==> src/rtl/cacheline_adapter_pkg.sv <==
// Shared types and constants for the cache-line to burst-memory adapter.
package mem_types;

  localparam int unsigned LINE_W   = 256;
  localparam int unsigned BEAT_W   = 64;
  localparam int unsigned BEATS    = LINE_W / BEAT_W;
  localparam int unsigned OFFSET_W = 5;

  typedef logic [LINE_W-1:0] line_t;
  typedef logic [BEAT_W-1:0] beat_t;

  typedef enum logic [2:0] {
    IDLE,
    RD_ISSUE,
    RD_COLLECT,
    WR_BURST,
    RESP
  } adapter_state_t;

  // Clears the byte-within-line offset bits.
  function automatic logic [31:0] line_base(input logic [31:0] a);
    return a & ~((32'd1 << OFFSET_W) - 32'd1);
  endfunction

endpackage

==> src/rtl/cacheline_adapter_if.sv <==
// Cache-side (dfp_*) and memory-side (bmem_*) signals of the adapter.
// master: the cache plus burst memory around the adapter; slave: the adapter.
interface cacheline_adapter_if;
  import mem_types::*;

  logic [31:0] dfp_addr;
  logic        dfp_read;
  logic        dfp_write;
  line_t       dfp_wdata;
  line_t       dfp_rdata;
  logic        dfp_resp;

  logic [31:0] bmem_addr;
  logic        bmem_read;
  logic        bmem_write;
  beat_t       bmem_wdata;
  logic        bmem_ready;
  logic [31:0] bmem_raddr;
  beat_t       bmem_rdata;
  logic        bmem_rvalid;

  modport master (
    output dfp_addr, dfp_read, dfp_write, dfp_wdata,
    input  dfp_rdata, dfp_resp,
    input  bmem_addr, bmem_read, bmem_write, bmem_wdata,
    output bmem_ready, bmem_raddr, bmem_rdata, bmem_rvalid
  );

  modport slave (
    input  dfp_addr, dfp_read, dfp_write, dfp_wdata,
    output dfp_rdata, dfp_resp,
    output bmem_addr, bmem_read, bmem_write, bmem_wdata,
    input  bmem_ready, bmem_raddr, bmem_rdata, bmem_rvalid
  );

endinterface

==> src/rtl/cacheline_adapter_buffer.sv <==
// Line register with a beat-indexed fill port for reads and a beat-indexed
// read mux for write draining; the beat index comes from the adapter FSM.
module line_shift_buffer #(
  parameter  int unsigned LINE_W = 256,
  parameter  int unsigned BEAT_W = 64,
  parameter  int unsigned BEATS  = 4,
  localparam int unsigned IDX_W  = $clog2(BEATS)
) (
  input  logic              clk,
  input  logic              rst,
  input  logic              load,
  input  logic [LINE_W-1:0] load_line,
  input  logic              fill,
  input  logic [IDX_W-1:0]  fill_idx,
  input  logic [BEAT_W-1:0] fill_beat,
  input  logic [IDX_W-1:0]  rd_idx,
  output logic [BEAT_W-1:0] rd_beat,
  output logic [LINE_W-1:0] line_next
);

  logic [LINE_W-1:0] line_q;

  // line_next already contains the beat being filled this cycle, so the last
  // beat can be published without waiting for it to land in line_q.
  always_comb begin
    line_next = line_q;
    if (fill)
      line_next[fill_idx*BEAT_W +: BEAT_W] = fill_beat;
  end

  assign rd_beat = line_q[rd_idx*BEAT_W +: BEAT_W];

  always_ff @(posedge clk) begin
    if (!rst)
      line_q <= '0;
    else if (load)
      line_q <= load_line;
    else if (fill)
      line_q <= line_next;
  end

endmodule

==> src/rtl/cacheline_adapter.sv <==
// Converts single-transfer 256-bit cache line requests into 4-beat 64-bit
// memory bursts, one line transaction outstanding at a time.
module cacheline_adapter #(
  parameter int unsigned LINE_W = mem_types::LINE_W,
  parameter int unsigned BEAT_W = mem_types::BEAT_W,
  parameter int unsigned BEATS  = mem_types::BEATS
) (
  input logic                clk,
  input logic                rst,
  cacheline_adapter_if.slave bus
);
  import mem_types::adapter_state_t;
  import mem_types::line_base;
  import mem_types::IDLE;
  import mem_types::RD_ISSUE;
  import mem_types::RD_COLLECT;
  import mem_types::WR_BURST;
  import mem_types::RESP;

  localparam int unsigned     CNT_W = $clog2(BEATS);
  localparam logic [CNT_W-1:0] LAST = CNT_W'(BEATS - 1);

  adapter_state_t    state;
  logic [CNT_W-1:0]  cnt;
  logic [CNT_W-1:0]  rd_idx;
  logic [31:0]       addr_q;
  logic              beat_hit;
  logic              load_line;
  logic [BEAT_W-1:0] rd_beat;
  logic [LINE_W-1:0] line_next;

  assign beat_hit  = (state == RD_COLLECT) && bus.bmem_rvalid && (bus.bmem_raddr == addr_q);
  assign load_line = (state == IDLE) && bus.dfp_write;
  // bmem_wdata is registered, so the mux looks one beat ahead of cnt.
  assign rd_idx    = cnt + CNT_W'(1);
  assign bus.bmem_addr = addr_q;

  line_shift_buffer #(
    .LINE_W (LINE_W),
    .BEAT_W (BEAT_W),
    .BEATS  (BEATS)
  ) u_buf (
    .clk       (clk),
    .rst       (rst),
    .load      (load_line),
    .load_line (bus.dfp_wdata),
    .fill      (beat_hit),
    .fill_idx  (cnt),
    .fill_beat (bus.bmem_rdata),
    .rd_idx    (rd_idx),
    .rd_beat   (rd_beat),
    .line_next (line_next)
  );

  always_ff @(posedge clk) begin
    if (!rst) begin
      state          <= IDLE;
      cnt            <= '0;
      addr_q         <= '0;
      bus.dfp_resp   <= 1'b0;
      bus.dfp_rdata  <= '0;
      bus.bmem_read  <= 1'b0;
      bus.bmem_write <= 1'b0;
      bus.bmem_wdata <= '0;
    end else begin
      bus.dfp_resp <= 1'b0;
      case (state)
        IDLE: begin
          addr_q <= line_base(bus.dfp_addr);
          cnt    <= '0;
          if (bus.dfp_write) begin
            state          <= WR_BURST;
            bus.bmem_write <= 1'b1;
            bus.bmem_wdata <= bus.dfp_wdata[BEAT_W-1:0];
          end else if (bus.dfp_read) begin
            state         <= RD_ISSUE;
            bus.bmem_read <= 1'b1;
          end
        end
        RD_ISSUE: begin
          if (bus.bmem_ready) begin
            bus.bmem_read <= 1'b0;
            state         <= RD_COLLECT;
          end
        end
        RD_COLLECT: begin
          if (beat_hit) begin
            cnt <= cnt + CNT_W'(1);
            if (cnt == LAST) begin
              bus.dfp_rdata <= line_next;
              bus.dfp_resp  <= 1'b1;
              state         <= RESP;
            end
          end
        end
        WR_BURST: begin
          if (bus.bmem_ready) begin
            cnt <= cnt + CNT_W'(1);
            if (cnt == LAST) begin
              bus.bmem_write <= 1'b0;
              bus.dfp_resp   <= 1'b1;
              state          <= RESP;
            end else begin
              bus.bmem_wdata <= rd_beat;
            end
          end
        end
        RESP:    state <= IDLE;
        default: state <= IDLE;
      endcase
    end
  end

endmodule

==> src/flat_wrapper.sv <==
// flat-port wrapper written by rule: the top's interface ports become plain ports
module cacheline_adapter_flat import mem_types::adapter_state_t; import mem_types::line_base; import mem_types::IDLE; import mem_types::RD_ISSUE; import mem_types::RD_COLLECT; import mem_types::WR_BURST; import mem_types::RESP;
#(
  parameter int unsigned LINE_W = mem_types::LINE_W,
  parameter int unsigned BEAT_W = mem_types::BEAT_W,
  parameter int unsigned BEATS  = mem_types::BEATS
)
  (clk, rst, bus_dfp_addr, bus_dfp_read, bus_dfp_write, bus_dfp_wdata, bus_dfp_rdata, bus_dfp_resp, bus_bmem_addr, bus_bmem_read, bus_bmem_write, bus_bmem_wdata, bus_bmem_ready, bus_bmem_raddr, bus_bmem_rdata, bus_bmem_rvalid);
  cacheline_adapter_if bus_i ();
  input logic clk;
  input logic rst;
  input wire logic [$bits(bus_i.dfp_addr)-1:0] bus_dfp_addr;
  input wire logic [$bits(bus_i.dfp_read)-1:0] bus_dfp_read;
  input wire logic [$bits(bus_i.dfp_write)-1:0] bus_dfp_write;
  input wire logic [$bits(bus_i.dfp_wdata)-1:0] bus_dfp_wdata;
  output wire logic [$bits(bus_i.dfp_rdata)-1:0] bus_dfp_rdata;
  output wire logic [$bits(bus_i.dfp_resp)-1:0] bus_dfp_resp;
  output wire logic [$bits(bus_i.bmem_addr)-1:0] bus_bmem_addr;
  output wire logic [$bits(bus_i.bmem_read)-1:0] bus_bmem_read;
  output wire logic [$bits(bus_i.bmem_write)-1:0] bus_bmem_write;
  output wire logic [$bits(bus_i.bmem_wdata)-1:0] bus_bmem_wdata;
  input wire logic [$bits(bus_i.bmem_ready)-1:0] bus_bmem_ready;
  input wire logic [$bits(bus_i.bmem_raddr)-1:0] bus_bmem_raddr;
  input wire logic [$bits(bus_i.bmem_rdata)-1:0] bus_bmem_rdata;
  input wire logic [$bits(bus_i.bmem_rvalid)-1:0] bus_bmem_rvalid;
  assign bus_i.dfp_addr = bus_dfp_addr;
  assign bus_i.dfp_read = bus_dfp_read;
  assign bus_i.dfp_write = bus_dfp_write;
  assign bus_i.dfp_wdata = bus_dfp_wdata;
  assign bus_dfp_rdata = bus_i.dfp_rdata;
  assign bus_dfp_resp = bus_i.dfp_resp;
  assign bus_bmem_addr = bus_i.bmem_addr;
  assign bus_bmem_read = bus_i.bmem_read;
  assign bus_bmem_write = bus_i.bmem_write;
  assign bus_bmem_wdata = bus_i.bmem_wdata;
  assign bus_i.bmem_ready = bus_bmem_ready;
  assign bus_i.bmem_raddr = bus_bmem_raddr;
  assign bus_i.bmem_rdata = bus_bmem_rdata;
  assign bus_i.bmem_rvalid = bus_bmem_rvalid;
  cacheline_adapter #(.LINE_W(LINE_W), .BEAT_W(BEAT_W), .BEATS(BEATS)) u_core (.clk(clk), .rst(rst), .bus(bus_i));
endmodule
==> config.mk <==
export PLATFORM = sky130hd
export DESIGN_NAME = cacheline_adapter_flat
export DESIGN_NICKNAME = d
export VERILOG_FILES = /design/src/rtl/cacheline_adapter_pkg.sv /design/src/rtl/cacheline_adapter_if.sv /design/src/rtl/cacheline_adapter_buffer.sv /design/src/rtl/cacheline_adapter.sv /design/src/flat_wrapper.sv
export SDC_FILE = /design/constraint.sdc
export NUM_CORES = 2
export LEC_CHECK = 0
export CORE_AREA = 2 2 287 289
export CTS_BUF_LIST = sky130_fd_sc_hd__clkbuf_8
export DETAILED_ROUTE_END_ITERATION = 10
export DIE_AREA = 0 0 289 291
export PLACE_DENSITY = 0.65
export SYNTH_ARGS = -nofsm -noshare
export SYNTH_HDL_FRONTEND = slang
export SYNTH_HIERARCHICAL = 1
export SYNTH_SLANG_ARGS = --single-unit
==> constraint.sdc <==
create_clock -name clk -period 6.2 [get_ports clk]
set_input_delay 0.62 -clock clk [delete_from_list [all_inputs] [get_ports clk]]
set_output_delay 0.62 -clock clk [all_outputs]
set_load 0.005 [all_outputs]
=== Word level (Yosys, flattened, before mapping) ===
Cells that the tools add are included.

* Bits in registers: 611

* Add/subtract/negate cells: 2
* Equal/unequal tests: 14
* Shift-type cells: 3
* Mux-type cells: 29
* Reduce and logical (&&, ||, !) cells: 14

{| class="wikitable"
|+ Operators by type and width
! cell !! number
|-
| 256-bit 2-to-1 mux || 2
|-
| 256-bit bitwise mux || 1
|-
| 64-bit by 34-bit variable shift with 256-bit output, first input constant || 1
|-
| 256-bit by 9-bit variable part select with 64-bit output || 1
|-
| 64-bit by 34-bit variable part select with 256-bit output || 1
|-
| 64-bit 2-to-1 mux || 3
|-
| 64-bit case mux with 2 select lines || 1
|-
| 8-bit negation with 34-bit output || 1
|-
| 32-bit equality test || 1
|-
| 3-bit 2-to-1 mux || 6
|-
| 4-bit AND reduction || 4
|-
| 2-bit != test, second input constant || 6
|-
| 3-bit case mux with 4 select lines || 1
|-
| 1-bit 2-to-1 mux || 9
|-
| 3-bit by 2-bit equality test with 1-bit output, second input constant || 2
|-
| 1-bit case mux with 2 select lines || 3
|-
| 2-bit case mux with 3 select lines || 1
|-
| 3-bit AND reduction || 2
|-
| 2-bit nonzero test || 3
|-
| 2-bit 2-to-1 mux || 2
|-
| 2-bit by 1-bit != test with 1-bit output, second input constant || 2
|-
| 3-bit by 1-bit equality test with 1-bit output, second input constant || 1
|-
| 1-bit logical AND || 3
|-
| 3-bit logical NOT || 1
|-
| other kinds (4) || 4
|}

=== Longest topological paths before layout ===
* Depth after elaboration: 5
* Depth in mapped cells: 17
* Depth with buffers taken out: 10

=== Modules after synthesis ===
Netlist, hierarchy kept.

{| class="wikitable"
|+ By module, submodules not included
! module !! times used !! cells each !! area an instance (um^2) !! sequential area each (um^2)
|-
| line_shift_buffer || 1 || 2,002 || 16,361.9 || 5,124.9
|-
| cacheline_adapter || 1 || 1,696 || 13,515.5 || 7,106.8
|}

=== Least setup slack after synthesis ===
OpenSTA, ideal clock, no wires.

* Path kind: input -> register
* Start: in bus_bmem_raddr[15]
* End: reg u_core.bus.dfp_rdata[195]
* Data arrival time: 2.545 ns
* Required time: 6.130 ns
* Slack: 3.584 ns
* Stages on the path: 13
* Path buffers: 3
* Cells stage by stage: xnor2_1 -> nand4_1 -> nor4_2 -> nand2_1 -> nor2_1 -> buf_4 -> nand4b_2 -> buf_6 -> nor2_4 -> buf_2 -> a22o_1 -> nand2_1 -> a21oi_1

* Word-level cells in the longest chain between the ends: 3

{| class="wikitable"
|+ RTL lines
! what !! RTL line !! RTL
|-
| start, declared || flat_wrapper.sv:23 || <nowiki>input wire logic [$bits(bus_i.bmem_raddr)-1:0] bus_bmem_raddr;</nowiki>
|-
| 32-bit equality test || cacheline_adapter.sv:32 || <nowiki>assign beat_hit = (state == RD_COLLECT) && bus.bmem_rvalid && (bus.bmem_raddr == addr_q);</nowiki>
|-
| 1-bit logical AND || cacheline_adapter.sv:32 ||
|-
| via u_core.beat_hit || cacheline_adapter.sv:27 || <nowiki>logic beat_hit;</nowiki>
|-
| 3-bit AND reduction (no source line) || n/a ||
|-
| end signal, assigned || cacheline_adapter.sv:90 || <nowiki>bus.dfp_rdata <= line_next;</nowiki>
|-
| end, declared || cacheline_adapter_if.sv:31 || <nowiki>output dfp_rdata, dfp_resp,</nowiki>
|}

The timed path passes the listed nets, and every way through them passes these cells.
A chain may end at the register's enable or synchronous reset.

=== Final worst setup path ===
* Start: reg u_core.addr_q[8] (netlist: u_core/bus.bmem_addr[8])
* End: reg u_core.bus.dfp_rdata[11]

* Word-level cells in the longest chain between the ends: 3

{| class="wikitable"
|+ RTL lines
! what !! RTL line !! RTL
|-
| start, declared || cacheline_adapter.sv:26 || <nowiki>logic [31:0] addr_q;</nowiki>
|-
| start signal, assigned || cacheline_adapter.sv:69 || <nowiki>addr_q <= line_base(bus.dfp_addr);</nowiki>
|-
| 32-bit equality test || cacheline_adapter.sv:32 ||
|-
| 1-bit logical AND || cacheline_adapter.sv:32 ||
|-
| via u_core.beat_hit || cacheline_adapter.sv:27 ||
|-
| 3-bit AND reduction (no source line) || n/a ||
|}

The timed path passes the listed nets, and every way through them passes these cells.

==> results.md <==
* Outcome: finished clean
* R2R Path End: u_core/bus.dfp_rdata[11]$_SDFFE_PN0P_
* Vias per cell at slightly below 6
* Fin nets at between 4,000 and 5,000
* Crit path time final at between 4 and 5 ns
* Top-count cell post-synth: nand2_1
* Synth top cells by count: 765 x nand2_1, 611 x dfxtp_1, 593 x a21oi_1, 242 x clkbuf_1, 196 x and2_1
* Top layer in use: met5
* PwrDens at 312 mW/mm2
* Vias at roughly 32,000
* Ys Warns at 6
* Routed WL at roughly 140,000 um
* P&R area growth vs syn at 32.7%
* FP Rows at 105
* Crit path from: u_core/bus.bmem_addr[8]$_SDFFE_PN0P_
* # IOs at 745
* Hold Vio Cnt, Final at 0
* Number of global-route vias before repair at between 30,000 and 40,000
* Worst setup path class: flop to flop
* Synth area leaders: dfxtp_1 41%, a21oi_1 9.9%, nand2_1 9.6%
* Gpl congestion at 0.919
* Hold-critical path depth at 3
* First-pass GRT wire length at roughly 200,000 um
* Drt first pass iters at 7
* Die Y at 291 um
* Slew Viols, Final at 0
* WL met3 at between 15,000 and 20,000 um
* Antenna violations before repair at 28
* Clk_lat worst skew at 0.74 ns
* Inserted Clock Buffers at 108
* I/O Buffers at 734
* Data arrival, critical path at between 4 and 5 ns
* Worst r2r path cells at 10
* Critical path capture point type: flop
* Detail Route met2 WL at 63,400 um
* Initial drt markers at 3,722
* Min-Delay Endpoint: u_core/bus.bmem_addr[29]$_SDFFE_PN0P_
* Mapped Area at ~0.030 mm2
* DPL Wire Length at between 80,000 and 90,000 um
* Post-CTS setup buffers at 0
* R2r setup slk at between 1.5 and 2 ns
* Total track usage at 0.309
* Hold_buf cts at 0
* Asr flop ratio synth at 0
* Most used DFF post-synth: dfxtp_1
* Clock transition at the registers of the reported paths at approximately 0.060 ns
* Power Total at about 12,000 uW
* CTS tree: built
* Seq/Total Area, Yosys at 0.409
* Number of synthesized register bits at between 600 and 700
* Mean Syn Cell Area at 8.08 um2
* DRC Markers at 0
* Starting Density at 0.368
* Final period util at 0.682
* TNS Setup at 0 ns
* Die width at between 200 and 300 um
* Synth cell types at 52
* Maxcap violations at 0
* Worst slew pin tran at roughly 1.3 ns
* Clock root cell: clkbuf_8
* RSZ-0062 raised after global routing: false
* Area leader, netlist: dfxtp_1
* Drt wl/cell at about 26 um
* HP Class: input port to flop
* Placed Instances at between 5,000 and 6,000
* Setup crit start kind: flop
* Reg-to-Reg Start: u_core/bus.bmem_addr[8]$_SDFFE_PN0P_
* Number of synthesized flops with an enable pin at 0
* Full die area at 0.0841 mm2
* WP data required at about 6.8 ns
* Final setup viols at 0
* Largest fanout on the critical path at between 60 and 70
* VDD IR-drop max at between 200 and 250 uV
* Gr ovfl total at 0
* Leakage at between 0.01 and 0.015 uW
* Clk sinks at between 600 and 700
* Top cell type's share of synthesized area at 0.409
* Met1 wire length at 52,600 um
* Largest net degree at the start of global routing at 178
* Slew HR at 0.134
* Share of cells above drive strength 1 at 0.0754
* Post_cts resized at 0
* Antenna violation net count after detailed routing at 0
* Post-synthesis cell count at between 3,000 and 4,000
* Maximum clock rate at 236 MHz
* Post-route insts no fill at 5,376
* HP Start: bus_dfp_addr[29]
* Clock tree buffer depth at 3
* Worst Skew at between 0.04 and 0.05 ns
* H-Tree Level Count at 3
* Core area at a little over 0.08 mm2
## sequential cells by signal, indices dropped and copies added, names as in the netlist
signal,flops
u_core/cnt,2
u_core/bus.dfp_rdata,256
u_core/bus.bmem_wdata,64
u_core/bus.dfp_resp,1
u_core/u_buf/line_q,256
u_core/bus.bmem_write,1
u_core/bus.bmem_addr,27
u_core/bus.bmem_read,1
u_core/state,3
## how the worst max path moves through the flow
stage / to / slack [ns] / cells past startpoint
finish: u_core/bus.dfp_rdata[11]$_SDFFE_PN0P_ / 1.97 / 10
global route: u_core/bus.dfp_rdata[11]$_SDFFE_PN0P_ / 1.86 / 10
CTS: u_core/bus.dfp_rdata[11]$_SDFFE_PN0P_ / 2.09 / 10
detailed placement: u_core/bus.dfp_rdata[11]$_SDFFE_PN0P_ / 1.43 / 11
global placement: u_core/bus.dfp_rdata[11]$_SDFFE_PN0P_ / 1.46 / 11
floorplan: u_core/bus.dfp_rdata[195]$_SDFFE_PN0P_ / 3.58 / 13
## cells in the final DEF (no fill, tap or decap), types with 48 or more instances in the layout
cell,count
or3_1,129
mux4_2,64
clkdlybuf4s50_1,733
and2_1,193
o21ai_0,63
nand3_1,132
nor2_1,69
nand3b_1,64
dfxtp_1,610
a31oi_1,193
nand4_1,72
nand2_1,760
a21oi_1,593
a22o_1,193
a311oi_1,64
clkbuf_8,140
buf_4,48
## cells by family after synthesis
group | after synthesis | synth area share
muxes | 66 | 0.0490
adders and majority gates | 6 | 0.00251
AOI/OAI and AO/OA | 1124 | 0.231
and+or+nand+nor | 1460 | 0.235
buffers and inverters | 403 | 0.0652
other | 1 | 0.000126
xor gates and xnor gates | 27 | 0.00791
DFF | 611 | 0.409
## critical path, stage by stage (launching register included)
cell	delay [ns]
dfxtp_1	0.43
xnor2_1	0.15
nand4_1	0.15
nor4_2	0.71
nand2_1	0.19
nor2_4	0.51
and4bb_4	0.32
and2_4	1.00
a22o_1	0.26
nand2_1	0.13
a21oi_1	0.21
## power breakdown
part | total (uW) | internal, uW | leakage [uW] | switching (uW)
Combinational | 3630 | 1640 | 0.00744 | 1990
Sequential | 4910 | 4440 | 0.00498 | 472
Clock | 3840 | 2050 | 0.00125 | 1790
Total | 12400 | 8130 | 0.0137 | 4250
## layer usage
metal | vias up | track usage
met5 | - | 0
met4 | 10 | 0.161
met3 | 392 | 0.0736
met2 | 2076 | 0.486
met1 | 15200 | 0.392
li1 | 14300 | -
## cell type report
type,count,area (um2)
Timing Repair Buffer,791,7900
Tap cell,1070,1340
Clock inverter,47,255
Fill cell,7967,41500
Inverter,8,52.6
Antenna cell,21,52.6
Clock buffer,140,1930
Multi-Input combinational cell,2688,15900
Sequential cell,611,12200
## metrics by stage
| stage | utilization | cell area, um2 | setup slack [ns] | hold slack (ns) |
|---|---|---|---|---|
| final | 0.488 | 39700 | 1.97 | 0.439 |
| after global placement | 0.461 | 37400 | 1.46 | 0.437 |
| after floorplan | - | 29900 | 3.58 | 0.448 |
| after detailed placement | 0.461 | 37400 | 1.43 | 0.443 |
| after global routing | 0.488 | 39700 | 1.86 | 0.408 |
| after CTS | 0.488 | 39600 | 2.09 | 0.364 |
No activity file was read; power rests on OpenSTA's default activity.
==> RTL edit (same flow settings) <==
Make the reset (`rst`) asynchronous in 2 clocked blocks.
--- a/src/rtl/cacheline_adapter_buffer.sv
+++ b/src/rtl/cacheline_adapter_buffer.sv
@@ -30,7 +30,7 @@
 
   assign rd_beat = line_q[rd_idx*BEAT_W +: BEAT_W];
 
-  always_ff @(posedge clk) begin
+  always_ff @(posedge clk or negedge rst) begin
     if (!rst)
       line_q <= '0;
     else if (load)
--- a/src/rtl/cacheline_adapter.sv
+++ b/src/rtl/cacheline_adapter.sv
@@ -52,7 +52,7 @@
     .line_next (line_next)
   );
 
-  always_ff @(posedge clk) begin
+  always_ff @(posedge clk or negedge rst) begin
     if (!rst) begin
       state          <= IDLE;
       cnt            <= '0;
Function: changed (a bounded check fails within 4 cycles, from zero or initial values and one cycle with rst low; the reset may be asserted at any time).
==> RTL edit against the original RTL <==
- wire length down 15%
- clock skew down 0.0040 ns
- sequential cell count unchanged
- sequential share of layout area up 6.7 points
- area after synthesis up 1.8%
- maximum frequency down 0.67%
- final area up 2.8%
- via count down 24%
- worst setup slack worse by 0.029 ns
- power up 29%
==> RTL edit: results (changes against the original RTL) <==
- Result of the run: finished, final reports clean (unchanged)
- DR WL met3: 10.5 mm (was 15.1 mm)
- Stage delay of the slowest cell on the critical path: 0.79 ns (was 1.00 ns)
- Detail-routed net length per standard cell: 27.2 um (was 25.5 um)
- Synthesized area per cell: 12.5 um2 (was 8.08 um2)
- Violation count after the first detailed-routing iteration: 1872 (was 3722)
- Cts bufs inserted: 109 (was 108)
- Met1 global-route usage: 0.324 (was 0.392)
- Final Non-Filler Cells: 4285 (was 5376)
- Internal reg-to-reg setup slack: 1.94 ns (was 1.97 ns)
- Aggregate global-route resource usage: 0.271 (was 0.309)
- Hold Path End: u_core/u_buf/line_q[129] (was u_core/bus.bmem_addr[29])
- Endpoint arrival time on the critical path: 4.89 ns (was 4.86 ns)
- Post-placement cell area: 0.0383 mm2 (was 0.0374 mm2)
- Async S/R FF share, synth: 1.00 (was 0)
- Max IR drop VDD: 247 uV (was 216 uV)
- FF-to-FF End: u_core/bus.dfp_rdata[208] (was u_core/bus.dfp_rdata[11])
- Routed metal-1 wire length: 44.1 mm (was 52.6 mm)
- Worst Reg2Reg Path Length in Cells: 9 (was 10)
- Source of the worst register-to-register timing path: u_core/state[1] (was u_core/bus.bmem_addr[8])
- Via density per instance: 5.64 (was 5.94)
- Drt pass-1 iters: 5 (was 7)
- Wire length of the first global-routing pass: 170 mm (was 198 mm)
- Maximum number of pins on one net before global-route repair: 200 (was 178)
- Worst Skew: 0.0432 ns (was 0.0471 ns)
- Layout cell share with drive strength beyond 1: 0.236 (was 0.0754)
- Number of nets in the final layout: 3499 (was 4604)
- Post-synth top flop: sky130_fd_sc_hd__dfrtp_1 (was sky130_fd_sc_hd__dfxtp_1)
RTL edit: worst max path at each step:
stage               depth (start not counted)  slack [ns]          startpoint                   endpoint
floorplan                                  12        3.08  bus_bmem_raddr[30]  u_core/bus.dfp_rdata[129]
global placement                           10        1.50  bus_bmem_raddr[11]   u_core/u_buf/line_q[202]
CTS                                         9        2.01     u_core/state[1]   u_core/u_buf/line_q[202]
detailed placement                         10        1.44  bus_bmem_raddr[11]   u_core/u_buf/line_q[202]
finish                                      9        1.94     u_core/state[1]  u_core/bus.dfp_rdata[208]
global route                                9        1.80     u_core/state[1]  u_core/bus.dfp_rdata[210]
RTL edit: area by class of cell:
class	count	area, um2
Sequential cell	611	15300
Clock buffer	150	2060
Tap cell	1070	1340
Inverter	19	76.3
Timing Repair Buffer	772	7740
Multi-Input combinational cell	1590	13900
Antenna cell	21	52.6
Fill cell	7059	40400
Clock inverter	52	289
RTL edit: repair_timing:
action	in CTS	in global routing
endpoints found under the hold margin	82	0
hold buffers	1	0
setup endpoints to repair	0	0
RTL edit: logic make-up (layout without fill, tap and decap cells):
logic type      Yosys count  after routing  share of synthesized area
xor+xnor                 27             27                    0.00778
fa+ha+maj                 6              6                    0.00247
simple gates            604            604                     0.0920
compound gates          431            431                      0.107
buf+inv                 233            993                     0.0435
mux                     517            517                      0.245
flops                   611            611                      0.503
other cells               1             26                   0.000123
RTL edit: power by group:
group          switching [mW]  internal, mW  leakage (nW)  total [mW]
Combinational            2.94          3.09          9.14        6.04
Clock                    1.79          2.20          1.35        3.99
Sequential              0.839          5.13          7.83        5.97
Total                    5.57          10.4          18.3        16.0
